<file path="src/rtl/video_dram_arb_if.sv">
// Bundles the slot strobe, video fetch, CPU access and DRAM slot signals of the arbiter.
// Pure wiring, no latency of its own.
// No backpressure: the slot strobe paces all traffic, and the next/strobe pulses act as acknowledgements.
interface video_dram_arb_if;
  logic        dram_stb;
  logic        frame_start;
  logic        video_go;
  logic [20:0] video_addr;
  logic [4:0]  video_bw;
  logic        cpu_req;
  logic        cpu_rnw;
  logic [20:0] cpu_addr;
  logic [15:0] cpu_wrdata;
  logic [1:0]  cpu_wrbsel;
  logic [15:0] dram_rddata;
  logic        dram_req;
  logic        dram_rnw;
  logic [20:0] dram_addr;
  logic [15:0] dram_wrdata;
  logic [1:0]  dram_bsel;
  logic        video_next;
  logic        video_strobe;
  logic [15:0] video_data;
  logic        cpu_next;
  logic        cpu_strobe;
  logic [15:0] cpu_rddata;

  // Arbiter side
  modport slave (
    input  dram_stb, frame_start, video_go, video_addr, video_bw,
           cpu_req, cpu_rnw, cpu_addr, cpu_wrdata, cpu_wrbsel, dram_rddata,
    output dram_req, dram_rnw, dram_addr, dram_wrdata, dram_bsel,
           video_next, video_strobe, video_data, cpu_next, cpu_strobe, cpu_rddata
  );

  // Requester / DRAM-controller side
  modport master (
    output dram_stb, frame_start, video_go, video_addr, video_bw,
           cpu_req, cpu_rnw, cpu_addr, cpu_wrdata, cpu_wrbsel, dram_rddata,
    input  dram_req, dram_rnw, dram_addr, dram_wrdata, dram_bsel,
           video_next, video_strobe, video_data, cpu_next, cpu_strobe, cpu_rddata
  );
endinterface

</file>
<file path="src/rtl/video_dram_arb.sv">
// Assigns each DRAM slot to video fetch, CPU read/write or idle, and routes read data back.
// Latency: grant pulses 1 clk after the deciding dram_stb; read data strobes 1 slot + 1 clk after it.
// No backpressure: video always owns its slots; the CPU holds cpu_req until it sees cpu_next.
module video_dram_arb (
  input  logic               clk,
  input  logic               rst_n,
  video_dram_arb_if.slave    bus
);

  typedef enum logic [1:0] {IDLE, VID, CPU_RD, CPU_WR} owner_e;

  owner_e      owner_q, owner_d;
  logic [2:0]  sc_q;
  logic [2:0]  sc_cur;
  logic [2:0]  pos;
  logic [2:0]  need;
  logic        vid_slot;

  logic        dram_req_q, dram_rnw_q;
  logic [20:0] dram_addr_q;
  logic [15:0] dram_wrdata_q;
  logic [1:0]  dram_bsel_q;
  logic        video_next_q, video_strobe_q, cpu_next_q, cpu_strobe_q;
  logic [15:0] video_data_q, cpu_rddata_q;

  // Slot position within the video period and the number of slots video needs.
  // frame_start forces the current slot to be treated as slot 0.
  always_comb begin
    sc_cur = bus.frame_start ? 3'd0 : sc_q;
    case (bus.video_bw[4:3])
      2'b00:   pos = {2'b00, sc_cur[0]};
      2'b01:   pos = {1'b0, sc_cur[1:0]};
      default: pos = sc_cur;
    endcase
    if (bus.video_bw[2])      need = 3'd4;
    else if (bus.video_bw[1]) need = 3'd2;
    else if (bus.video_bw[0]) need = 3'd1;
    else                      need = 3'd0;
    // pos never reaches the period, so need >= period makes every slot a video slot
    vid_slot = bus.video_go && (pos < need);
  end

  // Slot counter: advances per strobe, resynchronised by frame_start.
  always_ff @(posedge clk or negedge rst_n) begin
    if (!rst_n)                sc_q <= 3'd0;
    else if (bus.frame_start)  sc_q <= bus.dram_stb ? 3'd1 : 3'd0;
    else if (bus.dram_stb)     sc_q <= sc_q + 3'd1;
  end

  // Owner state register.
  always_ff @(posedge clk or negedge rst_n) begin
    if (!rst_n) owner_q <= IDLE;
    else        owner_q <= owner_d;
  end

  // Owner decision, taken only on a slot strobe; video has priority over the CPU.
  always_comb begin
    owner_d = owner_q;
    if (bus.dram_stb) begin
      if (vid_slot)         owner_d = VID;
      else if (bus.cpu_req) owner_d = bus.cpu_rnw ? CPU_RD : CPU_WR;
      else                  owner_d = IDLE;
    end
  end

  // Slot outputs, grant pulses and read-data return, all captured on the slot strobe.
  always_ff @(posedge clk or negedge rst_n) begin
    if (!rst_n) begin
      dram_req_q     <= 1'b0;
      dram_rnw_q     <= 1'b0;
      dram_addr_q    <= '0;
      dram_wrdata_q  <= '0;
      dram_bsel_q    <= '0;
      video_next_q   <= 1'b0;
      video_strobe_q <= 1'b0;
      video_data_q   <= '0;
      cpu_next_q     <= 1'b0;
      cpu_strobe_q   <= 1'b0;
      cpu_rddata_q   <= '0;
    end else begin
      video_next_q   <= 1'b0;
      video_strobe_q <= 1'b0;
      cpu_next_q     <= 1'b0;
      cpu_strobe_q   <= 1'b0;
      if (bus.dram_stb) begin
        // data for the slot that just ended arrives with this strobe
        if (owner_q == VID) begin
          video_data_q   <= bus.dram_rddata;
          video_strobe_q <= 1'b1;
        end
        if (owner_q == CPU_RD) begin
          cpu_rddata_q <= bus.dram_rddata;
          cpu_strobe_q <= 1'b1;
        end
        case (owner_d)
          VID: begin
            dram_req_q   <= 1'b1;
            dram_rnw_q   <= 1'b1;
            dram_addr_q  <= bus.video_addr;
            dram_bsel_q  <= 2'b11;
            video_next_q <= 1'b1;
          end
          CPU_RD: begin
            dram_req_q  <= 1'b1;
            dram_rnw_q  <= 1'b1;
            dram_addr_q <= bus.cpu_addr;
            dram_bsel_q <= 2'b11;
            cpu_next_q  <= 1'b1;
          end
          CPU_WR: begin
            dram_req_q    <= 1'b1;
            dram_rnw_q    <= 1'b0;
            dram_addr_q   <= bus.cpu_addr;
            dram_wrdata_q <= bus.cpu_wrdata;
            dram_bsel_q   <= bus.cpu_wrbsel;
            cpu_next_q    <= 1'b1;
          end
          default: dram_req_q <= 1'b0;
        endcase
      end
    end
  end

  assign bus.dram_req     = dram_req_q;
  assign bus.dram_rnw     = dram_rnw_q;
  assign bus.dram_addr    = dram_addr_q;
  assign bus.dram_wrdata  = dram_wrdata_q;
  assign bus.dram_bsel    = dram_bsel_q;
  assign bus.video_next   = video_next_q;
  assign bus.video_strobe = video_strobe_q;
  assign bus.video_data   = video_data_q;
  assign bus.cpu_next     = cpu_next_q;
  assign bus.cpu_strobe   = cpu_strobe_q;
  assign bus.cpu_rddata   = cpu_rddata_q;

endmodule

</file>
<file path="src/flat_wrapper.sv">
// flat-port wrapper written by rule: the top's interface ports become plain ports
module video_dram_arb_flat 
  (clk, rst_n, bus_dram_stb, bus_frame_start, bus_video_go, bus_video_addr, bus_video_bw, bus_cpu_req, bus_cpu_rnw, bus_cpu_addr, bus_cpu_wrdata, bus_cpu_wrbsel, bus_dram_rddata, bus_dram_req, bus_dram_rnw, bus_dram_addr, bus_dram_wrdata, bus_dram_bsel, bus_video_next, bus_video_strobe, bus_video_data, bus_cpu_next, bus_cpu_strobe, bus_cpu_rddata);
  video_dram_arb_if bus_i ();
  input  logic clk;
  input  logic rst_n;
  input wire logic [$bits(bus_i.dram_stb)-1:0] bus_dram_stb;
  input wire logic [$bits(bus_i.frame_start)-1:0] bus_frame_start;
  input wire logic [$bits(bus_i.video_go)-1:0] bus_video_go;
  input wire logic [$bits(bus_i.video_addr)-1:0] bus_video_addr;
  input wire logic [$bits(bus_i.video_bw)-1:0] bus_video_bw;
  input wire logic [$bits(bus_i.cpu_req)-1:0] bus_cpu_req;
  input wire logic [$bits(bus_i.cpu_rnw)-1:0] bus_cpu_rnw;
  input wire logic [$bits(bus_i.cpu_addr)-1:0] bus_cpu_addr;
  input wire logic [$bits(bus_i.cpu_wrdata)-1:0] bus_cpu_wrdata;
  input wire logic [$bits(bus_i.cpu_wrbsel)-1:0] bus_cpu_wrbsel;
  input wire logic [$bits(bus_i.dram_rddata)-1:0] bus_dram_rddata;
  output wire logic [$bits(bus_i.dram_req)-1:0] bus_dram_req;
  output wire logic [$bits(bus_i.dram_rnw)-1:0] bus_dram_rnw;
  output wire logic [$bits(bus_i.dram_addr)-1:0] bus_dram_addr;
  output wire logic [$bits(bus_i.dram_wrdata)-1:0] bus_dram_wrdata;
  output wire logic [$bits(bus_i.dram_bsel)-1:0] bus_dram_bsel;
  output wire logic [$bits(bus_i.video_next)-1:0] bus_video_next;
  output wire logic [$bits(bus_i.video_strobe)-1:0] bus_video_strobe;
  output wire logic [$bits(bus_i.video_data)-1:0] bus_video_data;
  output wire logic [$bits(bus_i.cpu_next)-1:0] bus_cpu_next;
  output wire logic [$bits(bus_i.cpu_strobe)-1:0] bus_cpu_strobe;
  output wire logic [$bits(bus_i.cpu_rddata)-1:0] bus_cpu_rddata;
  assign bus_i.dram_stb = bus_dram_stb;
  assign bus_i.frame_start = bus_frame_start;
  assign bus_i.video_go = bus_video_go;
  assign bus_i.video_addr = bus_video_addr;
  assign bus_i.video_bw = bus_video_bw;
  assign bus_i.cpu_req = bus_cpu_req;
  assign bus_i.cpu_rnw = bus_cpu_rnw;
  assign bus_i.cpu_addr = bus_cpu_addr;
  assign bus_i.cpu_wrdata = bus_cpu_wrdata;
  assign bus_i.cpu_wrbsel = bus_cpu_wrbsel;
  assign bus_i.dram_rddata = bus_dram_rddata;
  assign bus_dram_req = bus_i.dram_req;
  assign bus_dram_rnw = bus_i.dram_rnw;
  assign bus_dram_addr = bus_i.dram_addr;
  assign bus_dram_wrdata = bus_i.dram_wrdata;
  assign bus_dram_bsel = bus_i.dram_bsel;
  assign bus_video_next = bus_i.video_next;
  assign bus_video_strobe = bus_i.video_strobe;
  assign bus_video_data = bus_i.video_data;
  assign bus_cpu_next = bus_i.cpu_next;
  assign bus_cpu_strobe = bus_i.cpu_strobe;
  assign bus_cpu_rddata = bus_i.cpu_rddata;
  video_dram_arb u_core (.clk(clk), .rst_n(rst_n), .bus(bus_i));
endmodule
</file>
<file path="config.mk">
export PLATFORM = sky130hd
export DESIGN_NAME = video_dram_arb_flat
export DESIGN_NICKNAME = d
export VERILOG_FILES = /design/src/rtl/video_dram_arb_if.sv /design/src/rtl/video_dram_arb.sv /design/src/flat_wrapper.sv
export SDC_FILE = /design/constraint.sdc
export NUM_CORES = 1
export LEC_CHECK = 0
export BUFFER_PORTS_ARGS = -buffer_cell sky130_fd_sc_hd__buf_2
export CAP_MARGIN = 15
export CORE_UTILIZATION = 45
export CTS_CLUSTER_SIZE = 8
export DETAILED_ROUTE_END_ITERATION = 10
export GPL_ROUTABILITY_DRIVEN = 1
export GPL_TIMING_DRIVEN = 0
export PLACE_DENSITY_LB_ADDON = 0.25
export SETUP_SLACK_MARGIN = 0.5
export SLEW_MARGIN = 20
export SYNTH_ARGS = -nofsm -noshare
export SYNTH_HDL_FRONTEND = slang
export SYNTH_SLANG_ARGS = --single-unit
</file>
<file path="constraint.sdc">
create_clock -name clk -period 2.7 [get_ports clk]
set_input_delay 0 -clock clk [delete_from_list [all_inputs] [get_ports clk]]
set_output_delay 0 -clock clk [all_outputs]
set_load 0.02 [all_outputs]
</file>
# Yosys cells after proc, flatten, opt, wreduce, memory -nomap -nowiden
# Index checks and enable logic that the tools add are counted.
[op_classes] add_sub_neg=1 n_lt_le_gt_ge=1 n_eq_ne=6 n_mux=24 reduce_logical=13
[ops] cell="$pmux W21 S2" n=1
[ops] cell="$mux W3" n=5
[ops] cell="$mux W1" n=12
[ops] cell="$reduce_and A2 Y1" n=5
[ops] cell="$eq A2 B1 Y1 const B" n=3
[ops] cell="$eq A2 B2 Y1 const B" n=3
[ops] cell="$mux W2" n=3
[ops] cell="$pmux W3 S2" n=1
[ops] cell="$reduce_bool A2 Y1" n=3
[ops] cell="$pmux W2 S2" n=1
[ops] cell="$reduce_or A2 Y1" n=2
[ops] cell="$add A3 B1 Y3 const B" n=1
[ops] cell="$lt A3 B3 Y1" n=1
[ops] cell="$reduce_or A3 Y1" n=1
[ops] cell="$logic_not A2 Y1" n=1
[ops] cell="$pmux W1 S2" n=1
[ops] cell="$logic_and A1 B1 Y1" n=1
[totals] reg_bits=82 in_bits=88 out_inout_bits=77 wordCells=58

# Depth between registers and ports, before layout
# Gate-level depths: netlist of run 1.
[depth] ltp_word=11 depth_mapped=9 depth_no_buf=7

# Worst setup path after synthesis of run 1
# OpenSTA, ideal clock, no wires.
[synth_timing] path_kind="reg-to-reg" from="reg u_core.sc_q[1]" to="reg u_core.dram_wrdata_q[10] (netlist: u_core.bus.dram_wrdata[10])" arrival_ps=2081 required_time_ps=2575 setup_slack_ps=494 stages_incl_launch_ff=9 cell_sequence="dfrtp_1 > nor3b_1 > ha_1 > nand2_1 > o2111a_1 > buf_6 > nor3b_4 > buf_6 > mux2_2"
[synth_via] elab_chain_cells=8
[synth_lines] item="start: declaration" line="video_dram_arb.sv:13" rtl="logic [2:0] sc_q;"
[synth_lines] item="start signal: assignment" line="video_dram_arb.sv:46" rtl="else if (bus.frame_start) sc_q <= bus.dram_stb ? 3'd1 : 3'd0;"
[synth_lines] item="start signal: assignment" line="video_dram_arb.sv:47" rtl="else if (bus.dram_stb) sc_q <= sc_q + 3'd1;"
[synth_lines] item="$mux W3" line="video_dram_arb.sv:29" rtl="sc_cur = bus.frame_start ? 3'd0 : sc_q;"
[synth_lines] item="$pmux W3 S2" line="video_dram_arb.sv:30" rtl="case (bus.video_bw[4:3])"
[synth_lines] item="$lt A3 B3 Y1" line="video_dram_arb.sv:40" rtl="vid_slot = bus.video_go && (pos < need);"
[synth_lines] item="$logic_and A1 B1 Y1" line="video_dram_arb.sv:40"
[synth_lines] item="$mux W2" line="video_dram_arb.sv:60" rtl="if (vid_slot) owner_d = VID;"
[synth_lines] item="$mux W2" line="video_dram_arb.sv:59" rtl="if (bus.dram_stb) begin"
[synth_lines] item="$eq A2 B2 Y1" line="video_dram_arb.sv:95" rtl="case (owner_d)"
[synth_lines] item="$reduce_and A2 Y1 (no source line)"
[synth_lines] item="end signal: assignment" line="video_dram_arb.sv:114" rtl="dram_wrdata_q <= bus.cpu_wrdata;"
[synth_lines] item="end: declaration" line="video_dram_arb.sv:21" rtl="logic [15:0] dram_wrdata_q;"
# Every way passes these cells.
# A chain may end at the register's enable or synchronous reset.

# Worst setup path in the final report of run 1
[layout_timing] from="reg u_core.sc_q[1]" to="reg u_core.dram_wrdata_q[15] (netlist: u_core.bus.dram_wrdata[15])"
# Same word-level chain as after synthesis.

==> run_summary.xml, run 1 <==
<?xml version="1.0" encoding="UTF-8"?>
<metrics>
  <group name="outcome">
    <metric name="run_status" unit="">completed</metric>
  </group>
  <group name="yosys">
    <metric name="synth_area" unit="mm^2">0.003440</metric>
    <metric name="post_synth_fa_ha_maj_area_fraction" unit="">0.01091</metric>
    <metric name="postSynthAreaPerCell" unit="um^2">11.70</metric>
    <metric name="synth.top_cell.area_share" unit="">0.5966</metric>
    <metric name="synth-compound-area-share" unit="">0.07530</metric>
    <metric name="postSynthNetCount" unit="">385</metric>
    <metric name="post-synth-top-count-cell" unit="">sky130_fd_sc_hd__dfrtp_1</metric>
    <metric name="synth.mux.area_fraction" unit="">0.1077</metric>
    <metric name="synthesized_area_fraction_occupied_by_xor_and_xnor_cells" unit="">0.005093</metric>
    <metric name="syn_inst" unit="">294</metric>
    <metric name="top_cells_by_instance_count_after_synthesis" unit="">sky130_fd_sc_hd__dfrtp_1, sky130_fd_sc_hd__nand2_1, sky130_fd_sc_hd__and3_1</metric>
    <metric name="yosys.area.top_type" unit="">sky130_fd_sc_hd__dfrtp_1</metric>
    <metric name="synth_async_sr_flop_share" unit="">1.000</metric>
    <metric name="yosys_register_bits" unit="">82</metric>
    <metric name="synth.yosys.seq_area_share" unit="">0.5966</metric>
    <metric name="yosysWarnings" unit="">0</metric>
    <metric name="synth_top_area_cells" unit="">sky130_fd_sc_hd__dfrtp_1, sky130_fd_sc_hd__mux2_2, sky130_fd_sc_hd__and3_1</metric>
    <metric name="synth_top_flop_cell" unit="">sky130_fd_sc_hd__dfrtp_1</metric>
    <metric name="synthSimpleGateAreaFrac" unit="">0.1732</metric>
    <metric name="synth-edff-count" unit="">0</metric>
    <metric name="dominant_combinational_cell_family_by_area_after_synthesis" unit="">simple AND/OR/NAND/NOR gates</metric>
    <metric name="number_of_unique_standard_cell_types_used_by_synthesis" unit="">31</metric>
  </group>
  <group name="clock_network">
    <metric name="buffer_levels_on_the_longest_clock_path" unit="">2</metric>
    <metric name="cts-buffers-inserted" unit="">9</metric>
    <metric name="clk_latency" unit="ns">0.34</metric>
    <metric name="cts_max_level" unit="">3</metric>
    <metric name="tritoncts_clock_tree" unit="">built</metric>
    <metric name="cts.clk_slew.worst_paths" unit="ns">0.08</metric>
    <metric name="clock_tree.root_cell" unit="">sky130_fd_sc_hd__clkbuf_8</metric>
    <metric name="cts.sink_count" unit="">82</metric>
  </group>
  <group name="drt">
    <metric name="detail-route-antenna-nets" unit="">0</metric>
    <metric name="vias_per_cell" unit="">4.986</metric>
    <metric name="vias" unit="">3256</metric>
    <metric name="drc" unit="">0</metric>
    <metric name="routed_wl" unit="mm">10.24</metric>
    <metric name="drt_iter0_drc" unit="">133</metric>
    <metric name="routedWlPerCell" unit="um">15.68</metric>
    <metric name="drt_first_pass_iters" unit="">6</metric>
  </group>
  <group name="hold_path">
    <metric name="worstHoldPathCells" unit="">3</metric>
    <metric name="hp-class" unit="">primary input to flop</metric>
  </group>
  <group name="final_layout">
    <metric name="fillerInstances" unit="">496</metric>
    <metric name="post_route_cells_drive_above_1_share" unit="">0.4007</metric>
    <metric name="area_growth_syn_to_fin" unit="%">58.31</metric>
    <metric name="insertedDiodeCount" unit="">0</metric>
    <metric name="nNetsFinal" unit="">640</metric>
  </group>
  <group name="power">
    <metric name="pnr_total_power" unit="mW">3.887</metric>
    <metric name="power.leakage" unit="nW">2.985</metric>
    <metric name="vdd.ir_drop.worst" unit="mV">0.5863</metric>
    <metric name="pwr_density_cell" unit="mW/mm^2">713.8</metric>
  </group>
  <group name="sta">
    <metric name="setup_viol" unit="">0</metric>
    <metric name="timing.final.hold_violations" unit="">0</metric>
    <metric name="timing.slew.headroom" unit="">0.6262</metric>
    <metric name="layout_worst_path_cycle_share" unit="">0.8265</metric>
    <metric name="layout_min_cycle_time" unit="ns">2.232</metric>
    <metric name="max_slew_violations" unit="">0</metric>
    <metric name="fmax" unit="MHz">448.1</metric>
    <metric name="max_slew.worst_pin.slew" unit="ns">0.5607</metric>
    <metric name="fin_worst_skew" unit="ns">0.005969</metric>
    <metric name="total_negative_setup_slack" unit="ns">0</metric>
    <metric name="grt_setup_unrepaired" unit="">yes</metric>
  </group>
  <group name="global_route">
    <metric name="via_count_of_the_first_global_routing_pass" unit="">3361</metric>
    <metric name="gr-max-usage-layer" unit="">met2</metric>
    <metric name="grt_start_max_net_pins" unit="">45</metric>
    <metric name="grt_overflow_total" unit="">0</metric>
    <metric name="antenna_found_initial" unit="">0</metric>
    <metric name="grt_usage" unit="">0.2609</metric>
    <metric name="grt_use_met2" unit="">0.4643</metric>
    <metric name="grt_pass1_wl" unit="mm">15.45</metric>
    <metric name="gr-usage-met3" unit="">0.07849</metric>
    <metric name="use_met1" unit="">0.2998</metric>
  </group>
  <group name="placement">
    <metric name="placement.io_buffers" unit="">162</metric>
    <metric name="dpl.hpwl" unit="mm">6.120</metric>
    <metric name="gpl.final_weighted_congestion" unit="">0.7194</metric>
  </group>
  <group name="floorplan">
    <metric name="coreArea" unit="mm^2">0.007331</metric>
    <metric name="design.die.area" unit="mm^2">0.007997</metric>
    <metric name="ioPinCount" unit="">165</metric>
    <metric name="floorplan.initialDensity" unit="">0.4692</metric>
    <metric name="core.rowCount" unit="">31</metric>
    <metric name="die_width" unit="um">89.43</metric>
    <metric name="die_height" unit="um">89.43</metric>
  </group>
  <group name="worst_setup_path">
    <metric name="ff2ff_path_depth" unit="">8</metric>
    <metric name="crit_type" unit="">flop to flop</metric>
    <metric name="crit_required" unit="ns">2.92</metric>
    <metric name="endpoint_kind" unit="">flop</metric>
    <metric name="critical_path_arrival" unit="ns">2.46</metric>
    <metric name="path_max_fanout" unit="">10</metric>
    <metric name="startpoint_type" unit="">flop</metric>
  </group>
  <group name="flow_run">
    <metric name="timing.max_cap.violations" unit="">0</metric>
  </group>
</metrics>
## cell families (layout without fill, tap and decap cells)
logic type | Yosys count | count (layout)
buffers and inverters | 24 | 284
muxes | 33 | 33
adders and majority gates | 3 | 3
AOI/OAI and AO/OA | 32 | 32
and+or+nand+nor | 118 | 118
xor gates and xnor gates | 2 | 2
DFF | 82 | 82
## cells in the final DEF, fill, tap and decap left out, drive strengths merged
cell type      n
nor2b          1
o22ai          1
xor2           1
bufinv         2
o2111a         1
buf          171
nand2b         3
nand3          1
nand3b         1
clkbuf        25
nor3b          3
nand2         54
ha             3
nor2          10
o21ai          2
o22a           2
mux2i          1
clkinvlp       1
a211o         21
dfrtp         82
inv            5
a21oi          3
and2           2
a31oi          1
nand4b         1
dlygate4sd3   77
clkinv         3
and3          42
mux2          32
o2111ai        1
xnor2          1
## critical path, stage by stage (launching register included)
cell	delay, ns
sky130_fd_sc_hd__dfrtp_1	0.39
sky130_fd_sc_hd__nor3b_1	0.14
sky130_fd_sc_hd__ha_1	0.31
sky130_fd_sc_hd__nand2_2	0.06
sky130_fd_sc_hd__o2111a_1	0.25
sky130_fd_sc_hd__buf_6	0.14
sky130_fd_sc_hd__nor3b_4	0.29
sky130_fd_sc_hd__buf_6	0.20
sky130_fd_sc_hd__mux2_2	0.34
## report_power, final
group	switching [mW]	total [mW]	internal (mW)
Sequential	0.147	1.66	1.51
Clock	0.423	0.967	0.544
Combinational	0.725	1.26	0.538
## state kept, by name, summed over array words and instances, names as in the netlist, 2 cells and up
name	flops
u_core.bus.cpu_rddata	16
u_core.bus.video_data	16
u_core.sc_q	3
u_core.bus.dram_bsel	2
u_core.bus.dram_wrdata	16
u_core.owner_q	2
u_core.bus.dram_addr	21
## path summary, 6_finish.rpt
path                                                       startpoint                                     end  slack [ns]
worst max-delay path                       u_core.sc_q[1]$_DFFE_PN0P_  u_core.bus.dram_wrdata[15]$_DFFE_PN0P_        0.47
worst min-delay path                                      bus_cpu_req           u_core.bus.cpu_next$_DFF_PN0_        0.09
worst max register to register             u_core.sc_q[1]$_DFFE_PN0P_  u_core.bus.dram_wrdata[15]$_DFFE_PN0P_        0.47
worst min register to register  u_core.bus.cpu_rddata[11]$_DFFE_PN0P_   u_core.bus.cpu_rddata[11]$_DFFE_PN0P_        0.48
max in group asynchronous                                       rst_n    u_core.bus.dram_addr[12]$_DFFE_PN0P_        1.92
min in group asynchronous                                       rst_n    u_core.bus.dram_addr[16]$_DFFE_PN0P_        0.19
## repair_timing
action                     4_1_cts  5_1_grt
setup endpoints to repair       16       36
hold buffers                    77        0
buffers inserted                 2        2
gates cloned                     0        0
pin swaps                        1        0
hold endpoints to repair       110        0
gates resized for setup          1        8
## cell type report
type,instances,area [um^2],share of cell area
buffer,18,88.84,0.01631
inverter,6,22.52,0.004136
tap,99,123.9,0.02275
sequential,82,2052,0.3768
timing repair buffer,244,1645,0.3022
multi-input combinational,188,1294,0.2376
clock inverter,5,77.57,0.01425
clock buffer,11,141.4,0.02597
## per-layer routing
metal  part of all wire  up-vias
li1                   -     1532
met5                  0        -
met4              0.020        0
met1               0.41     1569
met2               0.50      136
met3              0.077       19
## metrics by stage
| step | hold slack (ns) | cells | util | setup WS, ns | area [um^2] |
|---|---|---|---|---|---|
| after CTS | 0.04157 | 651 | 0.7384 | 0.5105 | 5413 |
| after floorplan | -0.2956 | 294 | - | 0.5103 | 3440 |
| after global routing | 0.1076 | 653 | 0.7428 | 0.3947 | 5445 |
| after global placement | 0.2026 | 555 | 0.5967 | 0.3338 | 4374 |
| after detailed placement | 0.01430 | 556 | 0.6008 | 0.2676 | 4404 |
| final | 0.08820 | 653 | 0.7428 | 0.4685 | 5445 |
Note: power is estimated with default switching activity, not from simulation.
==> inputs of run 2 (changes only) <==
Settings changed: ABC_AREA set to 1, CORE_UTILIZATION 45 to 42.
Clock period 2.7 ns to 1.99 ns, I/O delays scaled along.
==> run 2 against run 1 <==
Compared with the run above: power up 42%; clock power up 41%; worst setup slack worse by 0.35 ns; via count up 19%; wire length up 16%; utilization down 1.0 points; sequential share of layout area down 3.6 points; critical endpoint is now u_core.bus.dram_wrdata[8]$_DFFE_PN0P_; largest power group unchanged.
==> run_summary.xml, run 2 <==
<?xml version="1.0" encoding="UTF-8"?>
<metrics>
  <group name="power">
    <metric name="switching_share" unit="">0.3648</metric>
    <metric name="p_comb_frac" unit="">0.346</metric>
    <metric name="power.share.sequential" unit="">0.408</metric>
    <metric name="pwr_density_cell" unit="mW/mm^2">919.2</metric>
    <metric name="vdd.ir_drop.worst" unit="mV">0.5123</metric>
    <metric name="power.leakage" unit="nW">3.311</metric>
    <metric name="internal_power" unit="mW">3.513</metric>
    <metric name="p_clk_frac" unit="">0.246</metric>
    <metric name="switchingPower" unit="mW">2.017</metric>
  </group>
  <group name="floorplan">
    <metric name="design.die.area" unit="mm^2">0.008854</metric>
    <metric name="floorplan.initialDensity" unit="">0.4335</metric>
    <metric name="coreArea" unit="mm^2">0.008217</metric>
    <metric name="die_width" unit="um">94.10</metric>
    <metric name="core.rowCount" unit="">33</metric>
    <metric name="ioPinCount" unit="">165</metric>
    <metric name="die_height" unit="um">94.10</metric>
  </group>
  <group name="yosys">
    <metric name="post_synth_fa_ha_maj_area_fraction" unit="">0.01054</metric>
    <metric name="synthesized_area_fraction_occupied_by_xor_and_xnor_cells" unit="">0.002459</metric>
    <metric name="top_cells_by_instance_count_after_synthesis" unit="">sky130_fd_sc_hd__nand2_1, sky130_fd_sc_hd__dfrtp_1, sky130_fd_sc_hd__nand3_1</metric>
    <metric name="synth_area" unit="mm^2">0.003562</metric>
    <metric name="synth.mux.area_fraction" unit="">0</metric>
    <metric name="synthSimpleGateAreaFrac" unit="">0.2813</metric>
    <metric name="postSynthAreaPerCell" unit="um^2">8.441</metric>
    <metric name="yosys.area.top_type" unit="">sky130_fd_sc_hd__dfrtp_1</metric>
    <metric name="number_of_unique_standard_cell_types_used_by_synthesis" unit="">22</metric>
    <metric name="synth_async_sr_flop_share" unit="">1.000</metric>
    <metric name="syn_inst" unit="">422</metric>
    <metric name="post-synth-top-count-cell" unit="">sky130_fd_sc_hd__nand2_1</metric>
    <metric name="dominant_combinational_cell_family_by_area_after_synthesis" unit="">simple AND/OR/NAND/NOR gates</metric>
    <metric name="postSynthNetCount" unit="">513</metric>
    <metric name="synth.top_cell.area_share" unit="">0.5760</metric>
    <metric name="yosys_register_bits" unit="">82</metric>
    <metric name="synth-compound-area-share" unit="">0.06252</metric>
    <metric name="synth_top_flop_cell" unit="">sky130_fd_sc_hd__dfrtp_1</metric>
    <metric name="synth-edff-count" unit="">0</metric>
    <metric name="synth.yosys.seq_area_share" unit="">0.5760</metric>
    <metric name="yosysWarnings" unit="">0</metric>
    <metric name="synth_top_area_cells" unit="">sky130_fd_sc_hd__dfrtp_1, sky130_fd_sc_hd__nand2_1, sky130_fd_sc_hd__nand3_1</metric>
  </group>
  <group name="hold_path">
    <metric name="source_of_the_worst_hold_timing_path" unit="">bus_video_addr[13]</metric>
    <metric name="whs_endpoint" unit="">u_core.bus.dram_addr[13]$_DFFE_PN0P_</metric>
    <metric name="hp-class" unit="">primary input to flop</metric>
    <metric name="worstHoldPathCells" unit="">5</metric>
  </group>
  <group name="worst_setup_path">
    <metric name="timing.critical_path.slowest_cell_delay" unit="ns">0.41</metric>
    <metric name="endpoint_kind" unit="">flop</metric>
    <metric name="timing.critical_path.max_delay_family" unit="">simple AND/OR/NAND/NOR gates</metric>
    <metric name="reg2reg_slack" unit="ns">0.11</metric>
    <metric name="critPathBufInv" unit="">4</metric>
    <metric name="worstReg2RegStart" unit="">u_core.sc_q[1]$_DFFE_PN0P_</metric>
    <metric name="path_max_fanout" unit="">7</metric>
    <metric name="timing.critical_path.slowest_stage_cell" unit="">sky130_fd_sc_hd__dfrtp_1</metric>
    <metric name="startpoint_type" unit="">flop</metric>
    <metric name="ff2ff_path_depth" unit="">13</metric>
    <metric name="timing.rr.end" unit="">u_core.bus.dram_wrdata[8]$_DFFE_PN0P_</metric>
    <metric name="critical_path_arrival" unit="ns">2.11</metric>
    <metric name="worstSetupStartpoint" unit="">u_core.sc_q[1]$_DFFE_PN0P_</metric>
    <metric name="worstPathCellList" unit="">inv_2 -&gt; nor3_2 -&gt; ha_1 -&gt; nand2_2 -&gt; inv_2 -&gt; nand2_2 -&gt; nand2_4 -&gt; nand2_8 -&gt; nand2_8 -&gt; buf_4 -&gt; clkbuf_16 -&gt; nand3_1 -&gt; nand2_1</metric>
    <metric name="crit_type" unit="">flop to flop</metric>
    <metric name="crit_required" unit="ns">2.23</metric>
  </group>
  <group name="drt">
    <metric name="drt_iter0_drc" unit="">133</metric>
    <metric name="drc" unit="">0</metric>
    <metric name="routed_wl" unit="mm">11.83</metric>
    <metric name="vias" unit="">3880</metric>
    <metric name="detail-route-antenna-nets" unit="">0</metric>
    <metric name="vias_per_cell" unit="">4.826</metric>
    <metric name="routedWlPerCell" unit="um">14.72</metric>
    <metric name="drt_first_pass_iters" unit="">4</metric>
  </group>
  <group name="clock_network">
    <metric name="buffer_levels_on_the_longest_clock_path" unit="">2</metric>
    <metric name="clk_latency" unit="ns">0.35</metric>
    <metric name="tritoncts_clock_tree" unit="">built</metric>
    <metric name="cts.clk_slew.worst_paths" unit="ns">0.10</metric>
    <metric name="cts-buffers-inserted" unit="">9</metric>
    <metric name="cts_max_level" unit="">3</metric>
    <metric name="clock_tree.root_cell" unit="">sky130_fd_sc_hd__clkbuf_8</metric>
    <metric name="cts.sink_count" unit="">82</metric>
  </group>
  <group name="sta">
    <metric name="timing.final.hold_violations" unit="">0</metric>
    <metric name="timing.slew.headroom" unit="">0.6399</metric>
    <metric name="layout_worst_path_cycle_share" unit="">0.9429</metric>
    <metric name="layout_min_cycle_time" unit="ns">1.876</metric>
    <metric name="grt_setup_unrepaired" unit="">yes</metric>
    <metric name="total_negative_setup_slack" unit="ns">0</metric>
    <metric name="hold_slack" unit="ns">0.01935</metric>
    <metric name="max_slew_violations" unit="">0</metric>
    <metric name="setup_viol" unit="">0</metric>
    <metric name="fin_worst_skew" unit="ns">0.01525</metric>
    <metric name="max_slew.worst_pin.slew" unit="ns">0.5402</metric>
    <metric name="fmax" unit="MHz">532.9</metric>
  </group>
  <group name="outcome">
    <metric name="run_status" unit="">completed</metric>
  </group>
  <group name="final_layout">
    <metric name="largest_register_ff_count" unit="">21</metric>
    <metric name="mostFrequentLayoutCell" unit="">sky130_fd_sc_hd__buf_2</metric>
    <metric name="fillerInstances" unit="">609</metric>
    <metric name="post_route_cells_drive_above_1_share" unit="">0.3805</metric>
    <metric name="nNetsFinal" unit="">785</metric>
    <metric name="most-common-layout-cells" unit="">sky130_fd_sc_hd__buf_2, sky130_fd_sc_hd__nand2_1, sky130_fd_sc_hd__dfrtp_1</metric>
    <metric name="area_growth_syn_to_fin" unit="%">68.91</metric>
    <metric name="total_area_of_multi_input_combinational_cells" unit="mm^2">0.001455</metric>
    <metric name="sequential_cell_area" unit="mm^2">0.002052</metric>
    <metric name="insertedDiodeCount" unit="">0</metric>
  </group>
  <group name="global_route">
    <metric name="via_count_of_the_first_global_routing_pass" unit="">3835</metric>
    <metric name="antenna_found_initial" unit="">0</metric>
    <metric name="grt_usage" unit="">0.2565</metric>
    <metric name="grt_start_max_net_pins" unit="">43</metric>
    <metric name="grt_overflow_total" unit="">0</metric>
    <metric name="grt_pass1_wl" unit="mm">17.51</metric>
  </group>
  <group name="flow_run">
    <metric name="timing.max_cap.violations" unit="">0</metric>
  </group>
  <group name="placement">
    <metric name="gpl.final_weighted_congestion" unit="">0.8080</metric>
    <metric name="placement.io_buffers" unit="">164</metric>
    <metric name="dpl.hpwl" unit="mm">6.868</metric>
  </group>
</metrics>
run 2: changes by cell type after synthesis, moves of 6 or more:
cell	previous run	this run
sky130_fd_sc_hd__nand3_1	1	40
sky130_fd_sc_hd__and3_1	42	0
sky130_fd_sc_hd__clkbuf_1	14	8
sky130_fd_sc_hd__buf_2	2	8
sky130_fd_sc_hd__inv_1	5	33
sky130_fd_sc_hd__o21ai_0	1	33
sky130_fd_sc_hd__nand2_1	54	183
sky130_fd_sc_hd__nand2_2	0	6
sky130_fd_sc_hd__a211o_1	21	0
sky130_fd_sc_hd__mux2_2	32	0
run 2: worst max-delay path by stage:
stage / to / slack, ns / cells past startpoint
floorplan: u_core.bus.dram_wrdata[10]$_DFFE_PN0P_ / 0.30 / 12
global placement: u_core.bus.dram_wrdata[12]$_DFFE_PN0P_ / 0.12 / 12
detailed placement: u_core.bus.dram_wrdata[13]$_DFFE_PN0P_ / 0.08 / 12
CTS: u_core.bus.dram_addr[13]$_DFFE_PN0P_ / 0.21 / 14
global route: u_core.bus.dram_addr[19]$_DFFE_PN0P_ / -0.005 / 13
finish: u_core.bus.dram_wrdata[8]$_DFFE_PN0P_ / 0.11 / 13
run 2: worst register-to-register path, cell delays in order (launching register included):
cell	delay [ns]
sky130_fd_sc_hd__dfrtp_1	0.41
sky130_fd_sc_hd__inv_2	0.08
sky130_fd_sc_hd__nor3_2	0.04
sky130_fd_sc_hd__ha_1	0.31
sky130_fd_sc_hd__nand2_2	0.08
sky130_fd_sc_hd__inv_2	0.04
sky130_fd_sc_hd__nand2_2	0.06
sky130_fd_sc_hd__nand2_4	0.10
sky130_fd_sc_hd__nand2_8	0.11
sky130_fd_sc_hd__nand2_8	0.09
sky130_fd_sc_hd__buf_4	0.17
sky130_fd_sc_hd__clkbuf_16	0.15
sky130_fd_sc_hd__nand3_1	0.07
sky130_fd_sc_hd__nand2_1	0.05
run 2: logic make-up after synthesis:
group / count (synthesis)
and+or+nand+nor: 241
DFF: 82
AOI/OAI and AO/OA: 39
buffers and inverters: 56
adders and majority gates: 3
xor gates and xnor gates: 1
run 2: routing by layer:
metal | global-route usage | vias to the layer above | wire length, um
met3 | 0.05097 | 24 | 751
met4 | 0.1026 | 0 | 256
met5 | 0 | - | 0
met1 | 0.3043 | 1848 | 4847
li1 | - | 1860 | -
met2 | 0.4532 | 148 | 5979
run 2: area by class of cell:
cell class | instances | share of cell area
clock buffer | 9 | 0.02059
tap | 105 | 0.02183
multi-input combinational | 284 | 0.2418
inverter | 36 | 0.02412
clock inverter | 7 | 0.01643
sequential | 82 | 0.3410
timing repair buffer | 261 | 0.3048
buffer | 20 | 0.02932
run 2: power by group through the flow:
stage                     clock, mW  sequential (mW)  combinational [mW]
after floorplan                   0             2.71               0.485
after global placement            0             2.24                1.57
after detailed placement          0             2.25                1.61
after CTS                      1.38             2.23                1.78
after global routing           1.45             2.30                2.08
final                          1.36             2.26                1.91
run 2: repair_timing:
item | in CTS | in global routing
buffers inserted | 7 | 6
pin swaps | 5 | 6
hold endpoints to repair | 115 | 1
resized for setup | 23 | 57
cloned | 2 | 3
hold buffers | 77 | 1
endpoints found under the setup margin | 44 | 49
run 2: metrics by stage:
stage | utilization | area [um^2] | total power [mW] | std cells | setup slack [ns]
after floorplan | - | 3595 | 3.199 | 422 | 0.2993
after CTS | 0.6948 | 5709 | 5.394 | 794 | 0.2130
after global placement | 0.5534 | 4547 | 3.808 | 691 | 0.1203
after detailed placement | 0.5561 | 4569 | 3.863 | 692 | 0.07552
after global routing | 0.7323 | 6017 | 5.830 | 804 | -0.005312
final | 0.7323 | 6017 | 5.531 | 804 | 0.1136
